### src/rtl/gate3_sweep_ctrl.sv
// Exhaustive sweep controller for a 3-input gate: drives all eight {a,b,c} vectors,
// samples f at the end of each hold window and reports result, fail_mask and pass.
// Optional macro SWEEP_STOP_ON_FAIL_EN ends the sweep at the first mismatching sample.
module gate3_sweep_ctrl #(
  parameter int unsigned HOLD_CYCLES = 4,
  parameter logic [7:0]  EXPECT      = 8'h7F
) (
  input  logic       clk,
  input  logic       rst,
  input  logic       start,
  input  logic       abort,
  input  logic       f,
  output logic       a,
  output logic       b,
  output logic       c,
  output logic       busy,
  output logic       done,
  output logic       pass,
  output logic [7:0] result,
  output logic [7:0] fail_mask
);

  typedef enum logic [1:0] {
    IDLE = 2'd0,
    RUN  = 2'd1,
    DONE = 2'd2
  } state_e;

  localparam logic [7:0] HOLD_LAST = 8'(HOLD_CYCLES - 1);

  state_e     state_q, state_d;
  logic [2:0] vec_q, vec_d;
  logic [7:0] hcnt_q, hcnt_d;
  logic [2:0] abc_q, abc_d;
  logic [7:0] result_q, result_d;
  logic [7:0] fail_mask_q, fail_mask_d;
  logic       pass_q, pass_d;
  logic       mism;
  logic       stop;

  always_comb begin
    // NOTE: every signal written here gets a default first; a missed branch would infer a latch.
    state_d     = state_q;
    vec_d       = vec_q;
    hcnt_d      = hcnt_q;
    abc_d       = abc_q;
    result_d    = result_q;
    fail_mask_d = fail_mask_q;
    pass_d      = pass_q;
    mism        = 1'b0;
    stop        = 1'b0;

    case (state_q)
      IDLE: begin
        if (start) begin
          state_d     = RUN;
          vec_d       = 3'd0;
          hcnt_d      = 8'd0;
          abc_d       = 3'd0;
          result_d    = 8'h00;
          fail_mask_d = 8'h00;
          pass_d      = 1'b0;
        end
      end

      RUN: begin
        if (abort) begin
          // Already-sampled bits are kept; pass stays at its cleared value.
          state_d = IDLE;
          abc_d   = 3'd0;
        end else if (hcnt_q == HOLD_LAST) begin
          mism                 = f ^ EXPECT[vec_q];
          result_d[vec_q]      = f;
          fail_mask_d[vec_q]   = mism;
          hcnt_d               = 8'd0;
`ifdef SWEEP_STOP_ON_FAIL_EN
          stop = (vec_q == 3'd7) || mism;
`else
          stop = (vec_q == 3'd7);
`endif
          if (stop) begin
            state_d = DONE;
            abc_d   = 3'd0;
            pass_d  = (fail_mask_d == 8'h00);
          end else begin
            vec_d = 3'(vec_q + 3'd1);
            abc_d = 3'(vec_q + 3'd1);
          end
        end else begin
          hcnt_d = 8'(hcnt_q + 8'd1);
        end
      end

      DONE: state_d = IDLE;

      default: state_d = IDLE;
    endcase
  end

  // NOTE: sequential state uses non-blocking assignments only, so every flop sees pre-edge values.
  always_ff @(posedge clk) begin
    if (rst) begin
      state_q     <= IDLE;
      vec_q       <= 3'd0;
      hcnt_q      <= 8'd0;
      abc_q       <= 3'd0;
      result_q    <= 8'h00;
      fail_mask_q <= 8'h00;
      pass_q      <= 1'b0;
    end else begin
      state_q     <= state_d;
      vec_q       <= vec_d;
      hcnt_q      <= hcnt_d;
      abc_q       <= abc_d;
      result_q    <= result_d;
      fail_mask_q <= fail_mask_d;
      pass_q      <= pass_d;
    end
  end

  assign {a, b, c}  = abc_q;
  assign busy       = (state_q == RUN);
  assign done       = (state_q == DONE);
  assign pass       = pass_q;
  assign result     = result_q;
  assign fail_mask  = fail_mask_q;

endmodule

### config.mk
export PLATFORM = sky130hd
export DESIGN_NAME = gate3_sweep_ctrl
export DESIGN_NICKNAME = d
export VERILOG_FILES = /design/src/rtl/gate3_sweep_ctrl.sv
export SDC_FILE = /design/constraint.sdc
export NUM_CORES = 1
export LEC_CHECK = 0
export ABC_AREA = 1
export CORE_MARGIN = 10
export CORE_UTILIZATION = 30
export DETAILED_ROUTE_END_ITERATION = 8
export HOLD_SLACK_MARGIN = 0.08
export PLACE_DENSITY_LB_ADDON = 0.05
export SKIP_LAST_GASP = 1
export SLEW_MARGIN = 5
export SYNTH_ARGS = -nofsm -noshare
export SYNTH_HDL_FRONTEND = slang
export SYNTH_SLANG_ARGS = --single-unit
### constraint.sdc
create_clock -name clk -period 3.34 [get_ports clk]
set_clock_uncertainty 0.15 [all_clocks]
set_input_delay 0.501 -clock clk [delete_from_list [all_inputs] [get_ports clk]]
set_output_delay 0.501 -clock clk [all_outputs]
set_load 0.005 [all_outputs]
* Word level (Yosys, flattened, before mapping)
Memory sizes are Yosys's and may differ from the RTL's. A register that Yosys moved wholly into a read port is not among the register bits.
Cells that the tools add are included.
** Operators by class
- Shift-type cells :: 0
- Multipliers :: 0
- Reductions and logical operators :: 10
- Muxes and demuxes :: 36
- Bitwise gates (word level) :: 1
- Eq/ne operators :: 11
- Magnitude comparators :: 2
- Divide/modulo/power cells :: 0
- Add/subtract/negate cells :: 2
** Operators by type and width (number)
- two-way mux 8 bit :: 7
- case mux 8 bit (2 select lines) :: 3
- two-way mux 3 bit :: 9
- bitwise mux 8 bit :: 2
- case mux 3 bit (2 select lines) :: 2
- AND reduction 5 bit :: 2
- AND reduction 3 bit :: 3
- adder 8 x 1 -> 8 bit, second input constant :: 1
- == test 8 x 2 -> 1 bit, second input constant :: 1
- zero test 8 bit :: 1
- two-way mux 2 bit :: 4
- two-way mux 1 bit :: 6
- != test 2 bit, second input constant :: 3
- != test 3 x 2 -> 1 bit, second input constant :: 2
- less-than comparator 3 x 4 -> 1 bit, second input constant :: 1
- != test 2 x 1 -> 1 bit, second input constant :: 2
- case mux 2 bit (2 select lines) :: 1
- AND reduction 4 bit :: 1
- adder 3 x 1 -> 3 bit, second input constant :: 1
- demux 1 bit (select 3 bit) :: 1
- == test 3 bit, second input constant :: 1
- >= comparator 3 x 1 -> 1 bit, second input constant :: 1
- == test 2 x 1 -> 1 bit, second input constant :: 1
- == test 2 bit, second input constant :: 1
- other kinds (5) :: 5
** Storage, ports and cells
- Word-level logic and storage cells :: 70
- Output and inout port bits :: 22
- RAM bits :: 0
- Memories :: 1
- ROM bits :: 8
- Bits in latches :: 0
- Input bits :: 5
- Register bits after elaboration :: 33
** Memories
- (no name shown) :: words 8, bits a word 1, rd ports 1, clocked after Yosys merged registers in 1, write ports 0, RTL line 72 : mism = f ^ EXPECT[vec_q];

* Logic depth before layout (Yosys ltp)
- Depth in word-level cells :: 10
- Gate-level depth with buffers :: 11
- Depth with buffers taken out :: 10

* Worst setup path after synthesis
No wires, ideal clock.
- Path type :: reg2reg
- Start :: register hcnt_q[0]
- End :: register result_q[3], in the netlist result[3]
- Cell stages (with the launch flop) :: 12
- Arrival :: 1.346 ns
- Clock period less this slack :: 1.612 ns
- Path slack :: 1.728 ns
- Data required time :: 3.074 ns
- Library setup time :: 0.116 ns
- Buffers on the path :: 1
- Cell sequence :: dfxtp_1 -> ha_1 -> nand2_1 -> nor2_2 -> nand2_2 -> nand2_4 -> nand2_4 -> buf_6 -> nor2_2 -> inv_1 -> nor2_1 -> nor2_1
** Between the ends
- Cells in the longest elaborated chain, start to end :: 3
** Ends and longest elaborated chain
- from (decl) :: RTL line 33 : logic [7:0] hcnt_q, hcnt_d;
- from (signal assigned) :: RTL line 113 : hcnt_q <= hcnt_d;
- == test 8 x 2 -> 1 bit :: RTL line 71 : end else if (hcnt_q == HOLD_LAST) begin
- != test 2 x 1 -> 1 bit (no line)
- AND reduction 4 bit (no line)
- to (signal assigned) :: RTL line 115 : result_q <= result_d;
- to (decl) :: RTL line 35 : logic [7:0] result_q, result_d;
No other way between the ends.
A chain may end at the register's enable or synchronous reset.

* Worst setup path in the final report
- Start :: register state_q[1]
- End :: output port busy
** Between the ends
- Cells in the longest elaborated chain, start to end :: 1
** Ends and longest elaborated chain
- from (decl) :: RTL line 31 : state_e state_q, state_d;
- from (signal assigned) :: RTL line 111 : state_q <= state_d;
- == test 2 x 1 -> 1 bit :: RTL line 122 : assign busy = (state_q == RUN);
- to (decl) :: RTL line 16 : output logic busy,
No other way between the ends.

==> flow_metrics.env <==
export IMPL_hold_viol=0
export IMPL_dieArea_mm2=0.00944
export IMPL_cts_setup_buffers=0
export IMPL_drtPass1Iterations=4
export IMPL_hpwl_um=3370
export IMPL_period_share=0.637
export IMPL_hp_start="abc_q[2]"
export IMPL_period_needed_ns=2.13
export IMPL_portBuffers=26
export IMPL_fp_row_count=28
export IMPL_crit_fanout=7
export IMPL_worstSetupStartpointType="flip-flop"
export IMPL_grt_overflow_total=0
export IMPL_synthCells=267
export IMPL_yosysSeqAreaShare=0.381
export IMPL_fin_tns_setup_ns=0
export IMPL_grt_pass1_vias=1604
export IMPL_numCtsBuffers=5
export IMPL_dr_total_vias=1679
export IMPL_clk_pin_slew_ns=0.07
export IMPL_cts_root_buf="clkbuf_8"
export IMPL_worstRegToRegCells=8
export IMPL_routedWlPerCell_um=11.9
export IMPL_n_antenna_cell=0
export IMPL_ys_types=28
export IMPL_outcome="completed"
export IMPL_grt_pass1_wl_um=7760
export IMPL_postSynthAreaPerCell_um2=6.69
export IMPL_postCtsHoldBufs=0
export IMPL_antenna_found_initial=0
export IMPL_final_setup_viol_count=0
export IMPL_holdCritPathClass="reg -> reg"
export IMPL_grt_max_degree=17
export IMPL_die_w_um=97.2
export IMPL_slew_violations=0
export IMPL_relSlewSlack=0.627
export IMPL_via_per_inst=4.54
export IMPL_fillers=623
export IMPL_cp_required_ns=2.69
export IMPL_drt_iter0_markers=66
export IMPL_cp_startpoint="state_q[1]"
export IMPL_drive_gt1_frac=0.0915
export IMPL_clock_sinks=34
export IMPL_cts_resized=0
export IMPL_ir_drop_mv=0.142
export IMPL_yosys_warnings=0
export IMPL_max_freq_mhz=470
export IMPL_netlist_area_mm2=0.00179
export IMPL_placed_area_mm2=0.00210
export IMPL_core_area_mm2=0.00585
export IMPL_worstSetupEndpointType="primary output"
export IMPL_worst_skew_pair_late_latency_ns=0.29
export IMPL_leakagePower_nw=0.942
export IMPL_rsz0062_at_grt="no"
export IMPL_tightest_slew_ns=0.558
export IMPL_dpl_cell_count=362
export IMPL_start_util=0.305
export IMPL_stdcell_count=370
export IMPL_rr_startpoint="hcnt_q[0]"
export IMPL_cts_tree="done"
export IMPL_critPathArrivalTime_ns=1.48
export IMPL_antenna_left=0
export IMPL_area_growth_pct=22.4
export IMPL_fin_util=0.374
export IMPL_synth_fp_nets=275
export IMPL_nets=302
export IMPL_power_density_mw_per_mm2=431
export IMPL_fin_area_mm2=0.00219
export IMPL_io_pins=27
export IMPL_htree_levels=2
export IMPL_cts_buffer_depth=2
export IMPL_hold_depth=2
export IMPL_remaining_drc_errors=0
export IMPL_ys_ff_latch=34
export IMPL_gr_usage_all_layers=0.0966
export IMPL_drt_total_wl_um=4420
export IMPL_gp_congestion=0.769
export IMPL_fp_dieH_um=97.2
export IMPL_path_class="reg -> out"
export IMPL_max_cap_violations=0
## worst paths after layout
path	end	slack, ns
setup / recovery	busy	1.21
hold / removal	abc_q[2]	0.30
setup reg to reg	fail_mask[0]	1.38
hold reg to reg	abc_q[2]	0.30
## state kept, by name, indices dropped and copies added (netlist names), named ones only
register / flops
abc_q: 3
pass: 1
result: 8
vec_q: 3
hcnt_q: 8
state_q: 2
fail_mask: 8
## layout make-up
| class | instances | area, um2 | share of cell area |
|---|---|---|---|
| Clock buffer | 7 | 86.3 | 0.0395 |
| Clock inverter | 1 | 5.00 | 0.00229 |
| Tap cell | 75 | 93.8 | 0.0429 |
| Multi-Input combinational cell | 187 | 911 | 0.416 |
| Timing Repair Buffer | 26 | 260 | 0.119 |
| Inverter | 40 | 150 | 0.0686 |
| Sequential cell | 34 | 681 | 0.311 |
## cells in the mapped netlist
cell      instances  area share
nand2_4           4       0.025
nand4_1           7       0.025
nand2_1          56        0.12
buf_2             3      0.0084
nand3_2           1      0.0056
nor4_1            1      0.0035
buf_6             2       0.013
buf_4             1      0.0042
nor2_2            5       0.018
nor2_1           46       0.097
nor2_4            1      0.0063
a21oi_1          12       0.034
a21o_1            1      0.0042
a211oi_1          1      0.0042
o21ai_0          13       0.036
inv_1            36       0.076
a22oi_1           1      0.0042
o211ai_1          1      0.0042
inv_2             4      0.0084
or2_2             2      0.0070
o22ai_1           3       0.011
nor3b_1           1      0.0042
o21bai_2          1      0.0063
nand2_2           2      0.0070
nand3_1          21       0.059
nor3_1            4       0.011
ha_1              3       0.021
dfxtp_1          34        0.38
## logic make-up after synthesis
family | after synthesis | synth area share
and+or+nand+nor | 151 | 0.385
AOI/OAI and AO/OA | 33 | 0.104
adders and majority gates | 3 | 0.0210
DFF | 34 | 0.381
buffers and inverters | 46 | 0.109
## worst max-delay path: stages (launching register included)
cell and delay, ns:
dfxtp_1 0.32, inv_2 0.10, nand2_4 0.08, inv_2 0.16, clkdlybuf4s50_1 0.53
## per-stage QoR
| step | worst slack (ns) | hold WS, ns | total power, mW |
|---|---|---|---|
| floorplan | 1.73 | 0.290 | 0.578 |
| global placement | 1.00 | 0.288 | 0.634 |
| detailed placement | 0.957 | 0.292 | 0.634 |
| CTS | 1.17 | 0.305 | 0.959 |
| global route | 1.13 | 0.350 | 1.00 |
| finish | 1.21 | 0.299 | 0.944 |
## power by group
group / switching [mW] / total (mW) / internal [mW] / leakage (nW)
combinational: 0.116 / 0.183 / 0.0663 / 0.618
sequential: 0.0166 / 0.440 / 0.423 / 0.276
clock: 0.155 / 0.321 / 0.166 / 0.0482
total: 0.288 / 0.944 / 0.656 / 0.942
## layer usage
layer | GRT usage | part of all wire
met5 | 0 | 0
met1 | 0.124 | 0.51
met4 | 0.0341 | 0.013
met2 | 0.145 | 0.42
met3 | 0.0341 | 0.057
## placed cells by master, fill, tap and decap left out
cell type        count
nor2_4               1
o21bai_2             1
nor3_1               4
nor3b_1              1
a21o_1               1
a211oi_1             1
inv_2                4
nand3_1             21
ha_1                 3
dfxtp_1             34
nand3_2              1
clkinv_2             1
o21ai_0             13
or2_2                2
clkbuf_8             6
nand2_1             56
o211ai_1             1
a21oi_1             12
nor2_1              46
nor4_1               1
clkbuf_1             1
nand4_1              7
a22oi_1              1
nor2_2               5
inv_1               36
nand2_2              2
nand2_4              4
clkdlybuf4s50_1     26
o22ai_1              3
Power figures use the tool's default switching activity.
